File: config.mk
export PLATFORM = sky130hd
export DESIGN_NAME = snake_food_gen_flat
export DESIGN_NICKNAME = d
export VERILOG_FILES = /design/src/rtl/snake_food_gen_if.sv /design/src/rtl/snake_food_gen.sv /design/src/flat_wrapper.sv
export SDC_FILE = /design/constraint.sdc
export NUM_CORES = 1
export LEC_CHECK = 0
export CORE_MARGIN = 2
export CORE_UTILIZATION = 57
export CTS_BUF_LIST = sky130_fd_sc_hd__clkbuf_8
export DETAILED_ROUTE_END_ITERATION = 10
export HOLD_SLACK_MARGIN = 0.1
export MAX_ROUTING_LAYER = met4
export PLACE_DENSITY = 0.91
export REMOVE_ABC_BUFFERS = 1
export SLEW_MARGIN = 40
export SYNTH_ARGS = -nofsm -noshare
export SYNTH_HDL_FRONTEND = slang
export SYNTH_SLANG_ARGS = --single-unit
File: constraint.sdc
create_clock -name i_Clk -period 5.6 [get_ports i_Clk]
set_input_delay 0.84 -clock i_Clk [delete_from_list [all_inputs] [get_ports i_Clk]]
set_output_delay 0.84 -clock i_Clk [all_outputs]
set_load 0.05 [all_outputs]
File: src/rtl/snake_food_gen_if.sv
// Purpose: groups the request, occupancy-query and food-result signals of snake_food_gen.
// Ports: i_Req/i_Head/i_QueryHit flow into the generator; o_QueryEn/o_QueryAddr/o_FoodLocation/
//        o_Valid/o_Busy/o_Full flow out. master = game/bench side, slave = generator side.
interface snake_food_gen_if #(
  parameter int c_GRID_IDX_SZ = 10
) ();
  logic                     i_Req;
  logic [c_GRID_IDX_SZ-1:0] i_Head;
  logic                     i_QueryHit;
  logic                     o_QueryEn;
  logic [c_GRID_IDX_SZ-1:0] o_QueryAddr;
  logic [c_GRID_IDX_SZ-1:0] o_FoodLocation;
  logic                     o_Valid;
  logic                     o_Busy;
  logic                     o_Full;

  modport master (
    output i_Req, i_Head, i_QueryHit,
    input  o_QueryEn, o_QueryAddr, o_FoodLocation, o_Valid, o_Busy, o_Full
  );

  modport slave (
    input  i_Req, i_Head, i_QueryHit,
    output o_QueryEn, o_QueryAddr, o_FoodLocation, o_Valid, o_Busy, o_Full
  );
endinterface

File: src/rtl/snake_food_gen.sv
// Purpose: picks a free interior grid cell for the snake's food from a free-running LFSR,
//          rejecting border cells and the head, and confirming each candidate against the
//          occupancy grid through a one-cycle-latency query port.
// Ports: i_Clk, i_Rst (async, active high); io_Bus (slave) carries i_Req, i_Head, i_QueryHit,
//        o_QueryEn, o_QueryAddr, o_FoodLocation, o_Valid, o_Busy, o_Full.
// Build option: define SNAKE_FOOD_SCAN_EN to add the raster-scan fallback and o_Full reporting.
module snake_food_gen #(
  parameter int          c_GRID_IDX_SZ = 10,
  parameter int          c_COL_BITS    = 5,
  parameter int          c_ROW_BITS    = 5,
  parameter logic [15:0] c_SEED        = 16'hACE1,  // must be nonzero or the LFSR locks up
  parameter int          c_MAX_TRIES   = 15,
  parameter int          c_INIT_FOOD   = 264
) (
  input logic              i_Clk,
  input logic              i_Rst,
  snake_food_gen_if.slave  io_Bus
);
  // With power-of-two dimensions the border columns/rows are all-zeros and all-ones.
  localparam logic [c_COL_BITS-1:0] c_COL_FIRST = c_COL_BITS'(1);
  localparam logic [c_COL_BITS-1:0] c_COL_LAST  = {{(c_COL_BITS-1){1'b1}}, 1'b0};
  localparam logic [c_ROW_BITS-1:0] c_ROW_FIRST = c_ROW_BITS'(1);
  localparam logic [c_ROW_BITS-1:0] c_ROW_LAST  = {{(c_ROW_BITS-1){1'b1}}, 1'b0};

  typedef enum logic [2:0] {S_IDLE, S_DRAW, S_QUERY, S_WAIT, S_DONE, S_SCAN} state_t;

  state_t                   r_State, w_NextState;
  logic [15:0]              r_Lfsr;
  logic [c_GRID_IDX_SZ-1:0] r_Cand, r_QueryAddr, r_FoodLocation, w_DrawCand;
  logic [c_COL_BITS-1:0]    w_DrawCol;
  logic [c_ROW_BITS-1:0]    w_DrawRow;
  logic                     w_DrawReject, w_Hit, w_ToScan, w_InScan, w_ScanLast;

  // Galois LFSR, free-running in every state so draw timing adds entropy.
  always_ff @(posedge i_Clk or posedge i_Rst) begin
    if (i_Rst) r_Lfsr <= c_SEED;
    else       r_Lfsr <= (r_Lfsr >> 1) ^ (r_Lfsr[0] ? 16'hB400 : 16'h0000);
  end

  assign w_DrawCol    = r_Lfsr[c_COL_BITS-1:0];
  assign w_DrawRow    = r_Lfsr[c_COL_BITS +: c_ROW_BITS];
  assign w_DrawCand   = c_GRID_IDX_SZ'({w_DrawRow, w_DrawCol});
  assign w_DrawReject = (w_DrawCol == '0) || (w_DrawCol == '1) ||
                        (w_DrawRow == '0) || (w_DrawRow == '1) ||
                        (w_DrawCand == io_Bus.i_Head);

`ifdef SNAKE_FOOD_SCAN_EN
  localparam int                    c_TRY_BITS = $clog2(c_MAX_TRIES + 1);
  localparam logic [c_TRY_BITS-1:0] c_TRY_MAX  = c_TRY_BITS'(c_MAX_TRIES);

  logic [c_TRY_BITS-1:0]    r_Tries, w_TriesInc;
  logic [c_GRID_IDX_SZ-1:0] r_ScanIdx, w_ScanNext;
  logic [c_COL_BITS-1:0]    w_ScanCol;
  logic [c_ROW_BITS-1:0]    w_ScanRow, w_ScanRowInc;
  logic                     r_Full;

  assign w_TriesInc   = (r_Tries == c_TRY_MAX) ? c_TRY_MAX : r_Tries + 1'b1;
  // The rejection that saturates the counter diverts to the scan instead of another draw.
  assign w_ToScan     = (w_TriesInc == c_TRY_MAX);
  // A saturated counter can only be seen in WAIT once scanning has started.
  assign w_InScan     = (r_Tries == c_TRY_MAX);
  assign w_ScanCol    = r_ScanIdx[c_COL_BITS-1:0];
  assign w_ScanRow    = r_ScanIdx[c_COL_BITS +: c_ROW_BITS];
  assign w_ScanRowInc = w_ScanRow + 1'b1;
  assign w_ScanLast   = (w_ScanCol == c_COL_LAST) && (w_ScanRow == c_ROW_LAST);
  // While scanning, the head is not excluded up front, so it is folded into the hit.
  assign w_Hit        = io_Bus.i_QueryHit || (w_InScan && (r_Cand == io_Bus.i_Head));

  // Index 0 marks "scan not started"; the first scan cell is (1,1).
  always_comb begin
    w_ScanNext = r_ScanIdx;
    if (r_ScanIdx == '0)
      w_ScanNext = c_GRID_IDX_SZ'({c_ROW_FIRST, c_COL_FIRST});
    else if (w_ScanCol == c_COL_LAST)
      w_ScanNext = c_GRID_IDX_SZ'({w_ScanRowInc, c_COL_FIRST});
    else
      w_ScanNext = c_GRID_IDX_SZ'({w_ScanRow, w_ScanCol + 1'b1});
  end

  always_ff @(posedge i_Clk or posedge i_Rst) begin
    if (i_Rst) begin
      r_Tries   <= '0;
      r_ScanIdx <= '0;
      r_Full    <= 1'b0;
    end else begin
      r_Full <= (r_State == S_WAIT) && w_Hit && w_InScan && w_ScanLast;
      case (r_State)
        S_IDLE: if (io_Bus.i_Req) begin
          r_Tries   <= '0;
          r_ScanIdx <= '0;
        end
        S_DRAW: if (w_DrawReject) r_Tries <= w_TriesInc;
        S_WAIT: if (w_Hit)        r_Tries <= w_TriesInc;
        S_SCAN: r_ScanIdx <= w_ScanNext;
        default: ;
      endcase
    end
  end

  assign io_Bus.o_Full = r_Full;
`else
  assign w_ToScan      = 1'b0;
  assign w_InScan      = 1'b0;
  assign w_ScanLast    = 1'b0;
  assign w_Hit         = io_Bus.i_QueryHit;
  assign io_Bus.o_Full = 1'b0;
`endif

  always_ff @(posedge i_Clk or posedge i_Rst) begin
    if (i_Rst) r_State <= S_IDLE;
    else       r_State <= w_NextState;
  end

  always_comb begin
    w_NextState = r_State;
    case (r_State)
      S_IDLE:  if (io_Bus.i_Req) w_NextState = S_DRAW;
      S_DRAW:  if (w_DrawReject) w_NextState = w_ToScan ? S_SCAN : S_DRAW;
               else              w_NextState = S_QUERY;
      S_QUERY: w_NextState = S_WAIT;
      S_WAIT:  begin
        if (!w_Hit)                      w_NextState = S_DONE;
        else if (w_InScan && w_ScanLast) w_NextState = S_IDLE;
        else if (w_ToScan)               w_NextState = S_SCAN;
        else                             w_NextState = S_DRAW;
      end
      S_DONE:  w_NextState = S_IDLE;
      S_SCAN:  w_NextState = S_QUERY;
      default: w_NextState = S_IDLE;
    endcase
  end

  // Query address is loaded only on entry to QUERY, so it holds between lookups.
  always_ff @(posedge i_Clk or posedge i_Rst) begin
    if (i_Rst) begin
      r_Cand         <= '0;
      r_QueryAddr    <= '0;
      r_FoodLocation <= c_GRID_IDX_SZ'(c_INIT_FOOD);
    end else begin
      case (r_State)
        S_DRAW: begin
          r_Cand <= w_DrawCand;
          if (!w_DrawReject) r_QueryAddr <= w_DrawCand;
        end
        S_WAIT: if (!w_Hit) r_FoodLocation <= r_Cand;
`ifdef SNAKE_FOOD_SCAN_EN
        S_SCAN: begin
          r_Cand      <= w_ScanNext;
          r_QueryAddr <= w_ScanNext;
        end
`endif
        default: ;
      endcase
    end
  end

  assign io_Bus.o_QueryEn      = (r_State == S_QUERY);
  assign io_Bus.o_QueryAddr    = r_QueryAddr;
  assign io_Bus.o_FoodLocation = r_FoodLocation;
  assign io_Bus.o_Valid        = (r_State == S_DONE);
  assign io_Bus.o_Busy         = (r_State != S_IDLE);
endmodule

File: src/flat_wrapper.sv
// flat-port wrapper written by rule: the top's interface ports become plain ports
module snake_food_gen_flat 
#(
  parameter int          c_GRID_IDX_SZ = 10,
  parameter int          c_COL_BITS    = 5,
  parameter int          c_ROW_BITS    = 5,
  parameter logic [15:0] c_SEED        = 16'hACE1,                                         
  parameter int          c_MAX_TRIES   = 15,
  parameter int          c_INIT_FOOD   = 264
)
  (i_Clk, i_Rst, io_Bus_i_Req, io_Bus_i_Head, io_Bus_i_QueryHit, io_Bus_o_QueryEn, io_Bus_o_QueryAddr, io_Bus_o_FoodLocation, io_Bus_o_Valid, io_Bus_o_Busy, io_Bus_o_Full);
  snake_food_gen_if #(.c_GRID_IDX_SZ(c_GRID_IDX_SZ)) io_Bus_i ();
  input logic i_Clk;
  input logic i_Rst;
  input wire logic [$bits(io_Bus_i.i_Req)-1:0] io_Bus_i_Req;
  input wire logic [$bits(io_Bus_i.i_Head)-1:0] io_Bus_i_Head;
  input wire logic [$bits(io_Bus_i.i_QueryHit)-1:0] io_Bus_i_QueryHit;
  output wire logic [$bits(io_Bus_i.o_QueryEn)-1:0] io_Bus_o_QueryEn;
  output wire logic [$bits(io_Bus_i.o_QueryAddr)-1:0] io_Bus_o_QueryAddr;
  output wire logic [$bits(io_Bus_i.o_FoodLocation)-1:0] io_Bus_o_FoodLocation;
  output wire logic [$bits(io_Bus_i.o_Valid)-1:0] io_Bus_o_Valid;
  output wire logic [$bits(io_Bus_i.o_Busy)-1:0] io_Bus_o_Busy;
  output wire logic [$bits(io_Bus_i.o_Full)-1:0] io_Bus_o_Full;
  assign io_Bus_i.i_Req = io_Bus_i_Req;
  assign io_Bus_i.i_Head = io_Bus_i_Head;
  assign io_Bus_i.i_QueryHit = io_Bus_i_QueryHit;
  assign io_Bus_o_QueryEn = io_Bus_i.o_QueryEn;
  assign io_Bus_o_QueryAddr = io_Bus_i.o_QueryAddr;
  assign io_Bus_o_FoodLocation = io_Bus_i.o_FoodLocation;
  assign io_Bus_o_Valid = io_Bus_i.o_Valid;
  assign io_Bus_o_Busy = io_Bus_i.o_Busy;
  assign io_Bus_o_Full = io_Bus_i.o_Full;
  snake_food_gen #(.c_GRID_IDX_SZ(c_GRID_IDX_SZ), .c_COL_BITS(c_COL_BITS), .c_ROW_BITS(c_ROW_BITS), .c_SEED(c_SEED), .c_MAX_TRIES(c_MAX_TRIES), .c_INIT_FOOD(c_INIT_FOOD)) u_core (.i_Clk(i_Clk), .i_Rst(i_Rst), .io_Bus(io_Bus_i));
endmodule
==> flow_summary_export.csv <==
group,metric,value,unit
outcome,run_status,"finished, final reports clean",
cts,post-cts-setup-buffer-count,0,
placement,dp_cells,202,
setup_path,timing.critical_path.required,4.76,ns
power_and_ir_drop,power.leakage,1.16,nW
grt,grt.total_usage,22.1,%
placement,detailed_place_hpwl,2.44,mm
floorplanning,placement_rows,21,
cts,cts_inserted_buffers,5,
grt,globalRoute.totalOverflow,0,
routing,routed_via_density,5.27,
sta,report.final.hold_viol_count,0,
cts,tritoncts_num_sinks,49,
power_and_ir_drop,internal,0.541,mW
cts,clk_latency,0.30,ns
logic_synthesis,syn_inst,123,
min_path,hold_path.class,"flop to flop",
routing,drcViolationCount,0,
finish,layout-drive-gt1-share,34.8,%
floorplanning,effective_utilization_at_floorplan,58.2,%
power_and_ir_drop,fin_total_pwr,0.661,mW
placement,place_congestion,0.769,
routing,routed_wl,3.57,mm
sta,totalNegativeSetupSlack,0,ns
setup_path,crit_path_start,"u_core.r_State[2]",
routing,routed_met1_length,1.53,mm
setup_path,worst_setup_path_start_kind,"flop",
sta,timing.final.crit_period,2.96,ns
grt,grt_start_max_net_pins,50,
routing,vias,1106,
setup_path,worst_setup_path_end_kind,"output pin",
power_and_ir_drop,p_comb_share,3.2,%
power_and_ir_drop,max-vdd-ir-drop,0.000189,V
finish,final_common_cell,"sky130_fd_sc_hd__dfrtp_1",
cts,clock_tree.root_cell,"sky130_fd_sc_hd__clkbuf_8",
sta,grt_setup_unrepaired,"no",
logic_synthesis,number_of_synthesized_register_bits,49,
sta,timing.slew.headroom,54.5,%
cts,holdBufCountCts,0,
logic_synthesis,avgSynthCellArea,15.5,µm²
flow_run,maxCapViolations,0,
finish,syn2layout_area_growth,28.0,%
floorplanning,floorplan.io_pins,38,
min_path,min-delay-start,"u_core.r_Lfsr[12]",
finish,finalNonFillerCells,210,
finish,fin_nets,177,
grt,grt_first_pass_wirelength,5.55,mm
cts,cts.reportedPaths.clkPinSlew,0.08,ns
power_and_ir_drop,pwr_density_cell,270,nW/µm²
cts,tritoncts,"done",
min_path,worstHoldPathCells,0,
grt,grt_pass1_vias,1134,
floorplanning,fp.dieArea,3830,µm²
logic_synthesis,yosysSeqAreaShare,64.8,%
routing,first_pass_iters,4,
sta,fmax,338,MHz
setup_path,ff2ff_path_depth,5,
routing,top_signal_layer_used,"met4",
sta,clock_skew,0.00435,ns
finish,diodes,0,
sta,setup_violations,0,
sta,final-max-slew-violation-count,0,
grt,antenna_violations_before_repair,0,
cts,cts.htree.levels,2,
power_and_ir_drop,p_sw,0.121,mW
logic_synthesis,synth.distinct_cells,28,
setup_path,worst-endpoint-arrival,2.12,ns
sta,worst_slew_pin_tran,0.680,ns
finish,most-common-layout-cells,"sky130_fd_sc_hd__dfrtp_1, sky130_fd_sc_hd__clkdlybuf4s50_1, sky130_fd_sc_hd__mux2_2",
cts,post_cts_resized,0,
logic_synthesis,synth_area,1910,µm²
routing,wire_per_inst,17.0,µm
setup_path,r2r-start,"u_core.r_Lfsr[0]",
floorplanning,die_width,61.9,µm
routing,met3_wirelength,171,µm
power_and_ir_drop,p_sw_share,18.2,%
sta,timing.hold.ws,0.357,ns
setup_path,critical_path.max_fanout,7,
logic_synthesis,yosysWarnings,0,
floorplanning,die_h,61.9,µm
floorplanning,design.core.area,3280,µm²
routing,ant_nets,0,
power_and_ir_drop,clock_power_share,43.2,%
cts,cts_max_path_buffers,2,
power_and_ir_drop,pwr-share-seq,53.5,%
sta,finalCritPeriodShare,52.9,%
routing,detailroute.wirelength.met2,1.80,mm
placement,placement.io_buffers,36,
routing,initialDrtViolationCount,26,
setup_path,path_class,"flop to output pin",
worst paths after layout:
path	to	slack (ns)
max in group asynchronous	u_core.io_Bus.o_FoodLocation[8]	4.25
min in group asynchronous	u_core.io_Bus.o_QueryAddr[0]	0.95
setup / recovery	io_Bus_o_QueryEn	2.64
hold reg to reg	u_core.r_Lfsr[11]	0.36
hold / removal	u_core.r_Lfsr[11]	0.36
setup reg to reg	u_core.io_Bus.o_QueryAddr[0]	3.46
Yosys cell counts:
cell | number | area (µm²)
sky130_fd_sc_hd__a211oi_1 | 1 | 7.51
sky130_fd_sc_hd__nor4_1 | 2 | 12.5
sky130_fd_sc_hd__inv_1 | 1 | 3.75
sky130_fd_sc_hd__or4_4 | 1 | 11.3
sky130_fd_sc_hd__a311oi_2 | 1 | 15.0
sky130_fd_sc_hd__nor2_2 | 1 | 6.26
sky130_fd_sc_hd__nand3_4 | 1 | 17.5
sky130_fd_sc_hd__nor4_2 | 1 | 12.5
sky130_fd_sc_hd__nor3b_1 | 2 | 15.0
sky130_fd_sc_hd__or3_1 | 1 | 6.26
sky130_fd_sc_hd__buf_6 | 1 | 11.3
sky130_fd_sc_hd__buf_2 | 2 | 10.0
sky130_fd_sc_hd__nand4_1 | 2 | 12.5
sky130_fd_sc_hd__mux2i_1 | 1 | 10.0
sky130_fd_sc_hd__nor3_1 | 2 | 10.0
sky130_fd_sc_hd__xor2_1 | 11 | 96.3
sky130_fd_sc_hd__buf_4 | 1 | 7.51
sky130_fd_sc_hd__nor2_1 | 3 | 11.3
sky130_fd_sc_hd__nand2_1 | 1 | 3.75
sky130_fd_sc_hd__xnor2_1 | 2 | 17.5
sky130_fd_sc_hd__mux2_2 | 30 | 338
sky130_fd_sc_hd__and3_1 | 1 | 6.26
sky130_fd_sc_hd__nor2b_1 | 2 | 12.5
sky130_fd_sc_hd__conb_1 | 1 | 3.75
sky130_fd_sc_hd__or4_1 | 1 | 7.51
sky130_fd_sc_hd__and3_2 | 1 | 7.51
sky130_fd_sc_hd__dfrtp_1 | 39 | 976
sky130_fd_sc_hd__dfstp_2 | 10 | 263
registers in the layout, indices dropped and copies added (netlist names):
name	cells
u_core.r_State	3
u_core.r_Lfsr	16
u_core.io_Bus.o_QueryAddr	10
u_core.r_Cand	10
u_core.io_Bus.o_FoodLocation	10
logic make-up after synthesis:
kind of cell	count (synthesis)	share of synthesized area, %
AOI/OAI and AO/OA	2	1.18
xor gates and xnor gates	13	5.96
buffers and inverters	5	1.70
DFF	49	64.8
muxes	31	18.2
other	1	0.196
and+or+nand+nor	22	7.98
critical path, stage by stage (launching register included):
cell and delay [ns]:
sky130_fd_sc_hd__dfrtp_1 0.48, sky130_fd_sc_hd__nor3b_1 0.45, sky130_fd_sc_hd__clkdlybuf4s50_1 0.89
metrics by stage:
stage	util [%]	instance area [µm²]	setup slack, ns
final	74.5	2450	2.64
after global routing	74.5	2450	2.57
after CTS	74.5	2450	2.64
after detailed placement	70.4	2310	2.84
after global placement	70.3	2310	2.92
after floorplan	-	1880	3.05
layout make-up:
type                    instances  area (µm²)
well taps                      46        57.6
multi-input cells              69         643
fillers                       226         837
flip-flops and latches         49        1240
repair buffers                 37         368
clock buffers                   5        68.8
clock inverters                 3        65.1
inverters                       1        6.26
layer usage:
metal / up-vias / GRT usage (%)
met1: 551 / 27.1
met3: 8 / 7.25
met2: 39 / 34.4
li1: 508 / -
met4: 0 / 7.90
met5: - / -
power groups by stage:
stage          Combinational, mW  Clock [mW]  Sequential, mW
2_1_floorplan            0.00919           0           0.361
3_3_place_gp              0.0208           0           0.361
3_5_place_dp              0.0217           0           0.361
4_1_cts                   0.0220       0.293           0.354
5_1_grt                   0.0238       0.310           0.354
6_report                  0.0215       0.286           0.354
(Power assumes the default switching activity.)
